### src/rtl/regfile_sb.sv
// 2R/2W register file with async clear, same-cycle write-to-read bypass and a
// per-register pending-write scoreboard for the decode stage.

module regfile_sb_cell #(
  parameter int DATA_W = 32
) (
  input  logic              clk,
  input  logic              rst_n,
  input  logic              hit_a,
  input  logic              hit_b,
  input  logic              set,
  input  logic [DATA_W-1:0] wd_a,
  input  logic [DATA_W-1:0] wd_b,
  output logic [DATA_W-1:0] q,
  output logic              busy
);
  always_ff @(posedge clk or negedge rst_n) begin
    if (!rst_n) begin
      q    <= '0;
      busy <= 1'b0;
    end else begin
      if (hit_b)      q <= wd_b;
      else if (hit_a) q <= wd_a;
      // a new producer supersedes the write-back of the old one
      if (set)                busy <= 1'b1;
      else if (hit_a | hit_b) busy <= 1'b0;
    end
  end
endmodule

module regfile_sb #(
  parameter int DATA_W   = 32,
  parameter int ADDR_W   = 5,
  parameter int ZERO_REG = 1,
  parameter int BYPASS   = 1
) (
  input  logic              clk,
  input  logic              rst_n,
  input  logic [ADDR_W-1:0] ra1,
  input  logic [ADDR_W-1:0] ra2,
  output logic [DATA_W-1:0] rd1,
  output logic [DATA_W-1:0] rd2,
  output logic              rd1_busy,
  output logic              rd2_busy,
  input  logic              iss_valid,
  input  logic [ADDR_W-1:0] iss_addr,
  input  logic              we_a,
  input  logic [ADDR_W-1:0] wa_a,
  input  logic [DATA_W-1:0] wd_a,
  input  logic              we_b,
  input  logic [ADDR_W-1:0] wa_b,
  input  logic [DATA_W-1:0] wd_b,
  output logic [ADDR_W:0]   busy_cnt
);
  localparam int NREGS = 1 << ADDR_W;

  logic [NREGS-1:0]             hit_a, hit_b, set, busy_q;
  logic [NREGS-1:0][DATA_W-1:0] rf_q;

  // Register 0 under ZERO_REG never sees a hit or set, so it stays at its
  // reset value of 0 and never becomes busy.
  for (genvar r = 0; r < NREGS; r++) begin : g_reg
    localparam bit TIE = (ZERO_REG != 0) && (r == 0);
    assign hit_a[r] = !TIE && we_a      && (wa_a     == ADDR_W'(r));
    assign hit_b[r] = !TIE && we_b      && (wa_b     == ADDR_W'(r));
    assign set[r]   = !TIE && iss_valid && (iss_addr == ADDR_W'(r));

    regfile_sb_cell #(.DATA_W(DATA_W)) u_cell (
      .clk   (clk),
      .rst_n (rst_n),
      .hit_a (hit_a[r]),
      .hit_b (hit_b[r]),
      .set   (set[r]),
      .wd_a  (wd_a),
      .wd_b  (wd_b),
      .q     (rf_q[r]),
      .busy  (busy_q[r])
    );
  end

  logic [1:0][ADDR_W-1:0] ra;
  logic [1:0][DATA_W-1:0] rd;
  logic [1:0]             rd_busy;

  assign ra = {ra2, ra1};

  for (genvar p = 0; p < 2; p++) begin : g_rd
    if (BYPASS != 0) begin : g_byp
      // bypass is gated by reset so outputs read 0 while rst_n is held
      always_comb begin
        rd[p]      = rf_q[ra[p]];
        rd_busy[p] = busy_q[ra[p]];
        if (rst_n && (hit_a[ra[p]] || hit_b[ra[p]])) begin
          rd[p]      = hit_b[ra[p]] ? wd_b : wd_a;
          rd_busy[p] = 1'b0;
        end
      end
    end else begin : g_nobyp
      assign rd[p]      = rf_q[ra[p]];
      assign rd_busy[p] = busy_q[ra[p]];
    end
  end

  assign rd1      = rd[0];
  assign rd2      = rd[1];
  assign rd1_busy = rd_busy[0];
  assign rd2_busy = rd_busy[1];

  logic [ADDR_W:0] cnt_d;

  always_comb begin
    cnt_d = '0;
    for (int r = 0; r < NREGS; r++) cnt_d += (ADDR_W+1)'(busy_q[r]);
  end

  always_ff @(posedge clk or negedge rst_n) begin
    if (!rst_n) busy_cnt <= '0;
    else        busy_cnt <= cnt_d;
  end
endmodule

### config.mk
export PLATFORM = sky130hd
export DESIGN_NAME = regfile_sb
export DESIGN_NICKNAME = d
export VERILOG_FILES = /design/src/rtl/regfile_sb.sv
export SDC_FILE = /design/constraint.sdc
export NUM_CORES = 2
export LEC_CHECK = 0
export CORE_UTILIZATION = 68
export CTS_BUF_LIST = sky130_fd_sc_hd__clkbuf_8
export DETAILED_ROUTE_END_ITERATION = 10
export GPL_TIMING_DRIVEN = 0
export PLACE_DENSITY_LB_ADDON = 0.08
export SLEW_MARGIN = 40
export SYNTH_ARGS = -nofsm -noshare
export SYNTH_HDL_FRONTEND = slang
export SYNTH_HIERARCHICAL = 1
export SYNTH_SLANG_ARGS = --single-unit
### constraint.sdc
create_clock -name clk -period 8.2 [get_ports clk]
set_input_delay 2.46 -clock clk [delete_from_list [all_inputs] [get_ports clk]]
set_output_delay 2.46 -clock clk [all_outputs]
set_load 0.05 [all_outputs]
Word level (Yosys, flattened, before mapping)
Index checks and enable logic that the tools add are counted.
{"block": "word_totals", "ff_bits": 1029, "inputBits": 94, "output_inout_bits": 72, "word_cells": 524}
{"block": "classes", "addsub": 30, "order_cmp": 2, "eq_ne": 93, "mux": 146, "bitwise": 31, "n_reduce_logical": 159}
{"operator": "2-to-1 mux 32 bit", "count": 68}
{"operator": "binary-select mux 32 bit (select 5 bit)", "count": 2}
{"operator": "== test 5 bit (second input constant)", "count": 48}
{"operator": "adder 6 x 1 -> 6 bit", "count": 29}
{"operator": "nonzero test 2 bit", "count": 62}
{"operator": "== test 5 x 4 -> 1 bit (second input constant)", "count": 24}
{"operator": "logical AND 1 bit", "count": 95}
{"operator": "2-to-1 mux 1 bit", "count": 70}
{"operator": "== test 5 x 3 -> 1 bit (second input constant)", "count": 12}
{"operator": "OR 1 bit", "count": 31}
{"operator": "binary-select mux 1 bit (select 5 bit)", "count": 6}
{"operator": "== test 5 x 2 -> 1 bit (second input constant)", "count": 6}
{"operator": "== test 5 x 1 -> 1 bit (second input constant)", "count": 3}
{"operator": "less-than comparator 5 x 6 -> 1 bit (second input constant)", "count": 2}
{"operator": "adder 1 x 1 -> 2 bit", "count": 1}
{"operator": "logical OR 1 bit", "count": 2}

Depth between registers and ports, before layout
{"block": "logic_depth", "depth_word": 30, "depth_mapped": 17, "ltp_nobuf": 17}

By module
The synthesis kept the hierarchy.
{"mod": "regfile_sb_cell", "instances": 32, "cells_each": 142, "area_per_inst_um2": 1542.7, "seq_area_each_um2": 825.8}
{"mod": "regfile_sb", "instances": 1, "cells_each": 1680, "area_per_inst_um2": 19364.8, "seq_area_each_um2": 150.1}

Worst setup path after synthesis
Ideal clock, no wire load.
{"block": "synth_path", "path_type": "input to output", "from": "input port ra2[3]", "to": "output port rd2[20]", "arrival_ns": 5.039, "t_required_ns": 5.740, "setup_slack_ns": 0.701, "cell_stages": 7, "path_buffers": 4, "cell_sequence": "buf_2 -> buf_1 -> clkbuf_1 -> clkbuf_1 -> mux4_2 -> mux2i_1 -> o21ai_0"}
{"block": "synth_via", "elab_chain_cells": 5, "elab_cells_between_ends": 10, "cone_classes": "8 x mux; 2 x reduce/logical"}
{"element": "start: declaration", "line": "40", "rtl": "input logic [ADDR_W-1:0] ra2,"}
{"element": "binary-select mux 1 bit (select 5 bit), on equally long branches", "line": "93, 94"}
{"element": "2-to-1 mux 1 bit, on equally long branches", "line": "93, 94"}
{"element": "logical OR 1 bit", "line": "93", "rtl": "if (rst_n && (hit_a[ra[p]] || hit_b[ra[p]])) begin"}
{"element": "logical AND 1 bit", "line": "93"}
{"element": "2-to-1 mux 32 bit (*)", "line": "93"}
{"element": "end: declaration", "line": "42", "rtl": "output logic [DATA_W-1:0] rd2,"}
Mark *: on every way between the ends. The rest lies on a longest branch, timed or not. The select of a mux whose other input is x is not followed.

Worst setup path in the final report
{"block": "layout_path", "from": "input port ra2[3]", "to": "output port rd2[28]"}
The elaborated chain is that of the path after synthesis.

==> flow_summary.yaml <==
cells_and_area:
  layoutNonFillerInstCount: 8083
  final_nets: 6754
  drive_above_1_share_pct: 22.21
  fill_cells: 6695
  areaGrowthSynthToFinish_pct: 12.96
timing:
  fin_ws_ns: -0.2836
  min_period_over_period_pct: 103.5
  hold_viol: 0
  worstMarginPinSlew_ns: 1.090
  period_needed_ns: 8.484
  hold_ws_ns: 0.5427
  drv_slew: 0
  finalSetupViolCount: 50
  relSlewSlack_pct: 27.07
  maxClockFrequency_mhz: 117.9
  fin_worst_skew_ns: 0.01536
setup_path:
  worstPathMaxFanout: 15
  required_ns: 5.74
  ff2ff_path_depth: 15
  worst_ep_arrival_time_ns: 6.02
  path_cells: "buf_2 > buf_2 > clkbuf_2 > buf_16 > buf_2 > mux4_2 > mux2i_1 > o21ai_1 > clkbuf_4"
  endpoint_kind: "primary output"
  cp-start-kind: "input port"
  slowest_delay_ns: 0.58
  worst-setup-path-type: "input port to primary output"
  path_common_cell: "buf_2"
  slowest_stage: "buf_2"
power:
  p_seq_share_pct: 39.1
  clkPwrFrac_pct: 26.8
  comb_power_share_pct: 34.1
  p_int_w: 0.01254
  ir_worst_vdd_mv: 0.5338
  p_switching_w: 0.007387
  p_leak_nw: 30.49
  p_per_area_nw_per_um2: 256.6
  switching_share_pct: 37.08
  power_w: 0.01992
detailed_routing:
  initialDrtViolationCount: 13916
  dr.pass1.iters: 11
  wirelength_um: 305500
  ant_nets: 0
  dr_total_vias: 63572
  viasPerCell: 7.865
  wl_per_cell_um: 37.79
  drc: 2
place:
  dp_hpwl_um: 214600
  numPlacedInstances: 7736
  globalplace.congestion: 1.063
  port_buffers: 155
  dp_slack_ns: -1.349
run:
  cap_violations: 0
yosys:
  ys_types: 47
  ys_seq_area_share_pct: 38.67
  synthFlopType: "dfrtp_1"
  synth_edf_count: 0
  ys_ff_latch: 1062
  yosysWarningCount: 6
  syn_area_um2: 68730
  async_flop_share_pct: 100.0
  syn-mean-instance-area_um2: 11.04
  synthCells: 6224
floorplan:
  start_util_pct: 68.63
  die_x_um: 319.9
  ios: 166
  die_h_um: 319.9
  coreArea_um2: 100100
  die_area_um2: 102400
  rows: 116
global_route:
  grt_pass1_vias: 60601
  grt-ovfl-total: 0
  antenna_found_initial: 12
  grt_max_degree: 106
  grt_usage_pct: 59.46
  grt_pass1_wl_um: 430300
cts:
  cts_tree: "built"
  h-tree-depth: 4
  root_buffer: "clkbuf_8"
  path_clk_slew_ns: 0.06
  insertion_delay_ns: 0.92
  cts_buffer_depth: 3
  holdBufCountCts: 0
  clkSinkCount: 1062
  cts_buffers: 184
status:
  status: "finished with violations"
  violations: "DRC, setup timing"
worst_hold_path:
  whs_path_depth: 1
  hold_class: "flop to flop"
[cell usage after synthesis (7+ instances only)]
master,n,share of area [%]
a21o_1,33,0.36
a221o_1,32,0.47
a22oi_1,224,2.4
a31oi_1,8,0.073
a41oi_1,32,0.41
buf_1,30,0.16
buf_12,96,2.8
buf_2,273,2.0
buf_6,40,0.66
clkbuf_1,138,0.75
dfrtp_1,1062,39
fa_1,24,0.70
ha_1,8,0.15
inv_1,48,0.26
mux2i_1,1313,19
mux4_2,468,15
nand2_1,1040,5.7
nand2b_1,9,0.082
nand3_1,70,0.51
nand3b_1,8,0.087
nor2_1,126,0.69
nor2b_1,10,0.091
nor3_1,17,0.12
nor4bb_1,7,0.10
o21ai_0,126,0.92
o21ai_1,932,6.8
xnor2_1,17,0.22
[power groups by stage]
| stage | Combinational, W | Sequential, W | Clock [W] |
|---|---|---|---|
| final | 0.00680 | 0.00779 | 0.00534 |
| after CTS | 0.00651 | 0.00768 | 0.00527 |
| after floorplan | 0.00449 | 0.00737 | 0 |
| after detailed placement | 0.00652 | 0.00774 | 0 |
| after global routing | 0.00718 | 0.00786 | 0.00551 |
| after global placement | 0.00622 | 0.00772 | 0 |
[sequential cells by signal (all words and copies together) (netlist names)]
signal	cells
busy_cnt	6
g.u_cell/q	1024
g.u_cell/busy	32
[cell usage in the layout, fill, tap and decap left out, types with 8 or more instances in the layout]
cell	count
nand2_1	1040
nor2b_1	9
nand2b_1	9
clkdlybuf4s50_1	20
clkbuf_1	37
clkdlybuf4s15_2	20
buf_4	53
a22oi_1	212
nand3b_1	8
nor2_1	121
buf_16	41
ha_1	8
inv_1	108
clkinv_2	18
clkbuf_4	37
o21ai_0	114
mux2i_1	1311
dlygate4sd2_1	15
a21o_1	33
a221o_1	29
clkbuf_8	242
nand3_1	69
a41oi_1	32
clkinvlp_4	9
buf_6	48
nor3_1	15
xnor2_1	17
buf_2	319
buf_12	111
bufinv_16	9
mux4_2	468
fa_1	24
o21ai_1	936
a22oi_2	12
clkbuf_2	77
dfrtp_1	1062
[area by class of cell]
| type | count | area, um2 | share of cell area [%] |
|---|---|---|---|
| Antenna cell | 5 | 12.51 | 0.01612 |
| Clock inverter | 98 | 673.1 | 0.8670 |
| Multi-Input combinational cell | 4540 | 37840 | 48.73 |
| Inverter | 48 | 180.2 | 0.2321 |
| Sequential cell | 1062 | 26580 | 34.23 |
| Tap cell | 1298 | 1624 | 2.092 |
| Buffer | 573 | 4771 | 6.145 |
| Clock buffer | 240 | 3303 | 4.254 |
| Timing Repair Buffer | 219 | 2665 | 3.433 |
[timing repair]
action / 4_1_cts / 5_1_grt
setup buffers: 2 / 2
cloned: 1 / 1
pin swaps: 1 / 3
setup endpoints to repair: 66 / 66
gates resized for setup: 325 / 136
[cell families (layout without fill, tap and decap cells)]
kind of cell    after synthesis  in the layout  synth area share [%]
xor+xnor                     18             18                0.2294
compound gates             1397           1397                 11.56
simple gates               1308           1308                 7.617
other cells                   1              9              0.005456
flops                      1062           1062                 38.67
buf+inv                     625           1178                 6.619
mux                        1781           1781                 34.46
fa+ha+maj                    32             32                0.8447
[worst max-delay path, delay by kind of cell]
family                 cells  cell delay (ns)
multiplexers               2             0.58
AO/OA/AOI/OAI              1             0.51
buffers and inverters      6             2.44
[routing by layer]
metal	wire length, um	part of all wire [%]	track usage, %	vias to the layer above
met5	563	0.18	3.357	-
met4	33640	11	49.26	27
met3	56410	18	30.57	1892
met2	117900	39	77.94	7314
met1	97000	32	72.13	30509
li1	-	-	-	23830
[stage by stage]
step / area (um2) / TNS (ns) / util, %
global route: 77630 / -0.1003 / 77.52
detailed placement: 73130 / -59.67 / 73.02
floorplan: 68740 / 0 / -
finish: 77640 / -5.241 / 77.53
CTS: 77450 / 0 / 77.34
global placement: 71920 / - / 71.81
[path summary, 6_finish.rpt]
kind,startpoint,end,slack (ns)
worst max-delay path,ra2[3],rd2[28],-0.28
worst min-delay path,g_reg[24].u_cell/busy,g_reg[24].u_cell/busy,0.54
worst max register to register,g_reg[25].u_cell/busy,busy_cnt[4],3.14
worst min register to register,g_reg[24].u_cell/busy,g_reg[24].u_cell/busy,0.54
max in group asynchronous,rst_n,g_reg[5].u_cell/q[21],4.96
min in group asynchronous,rst_n,g_reg[11].u_cell/q[3],1.39
Note: power is estimated with default switching activity, not from simulation.
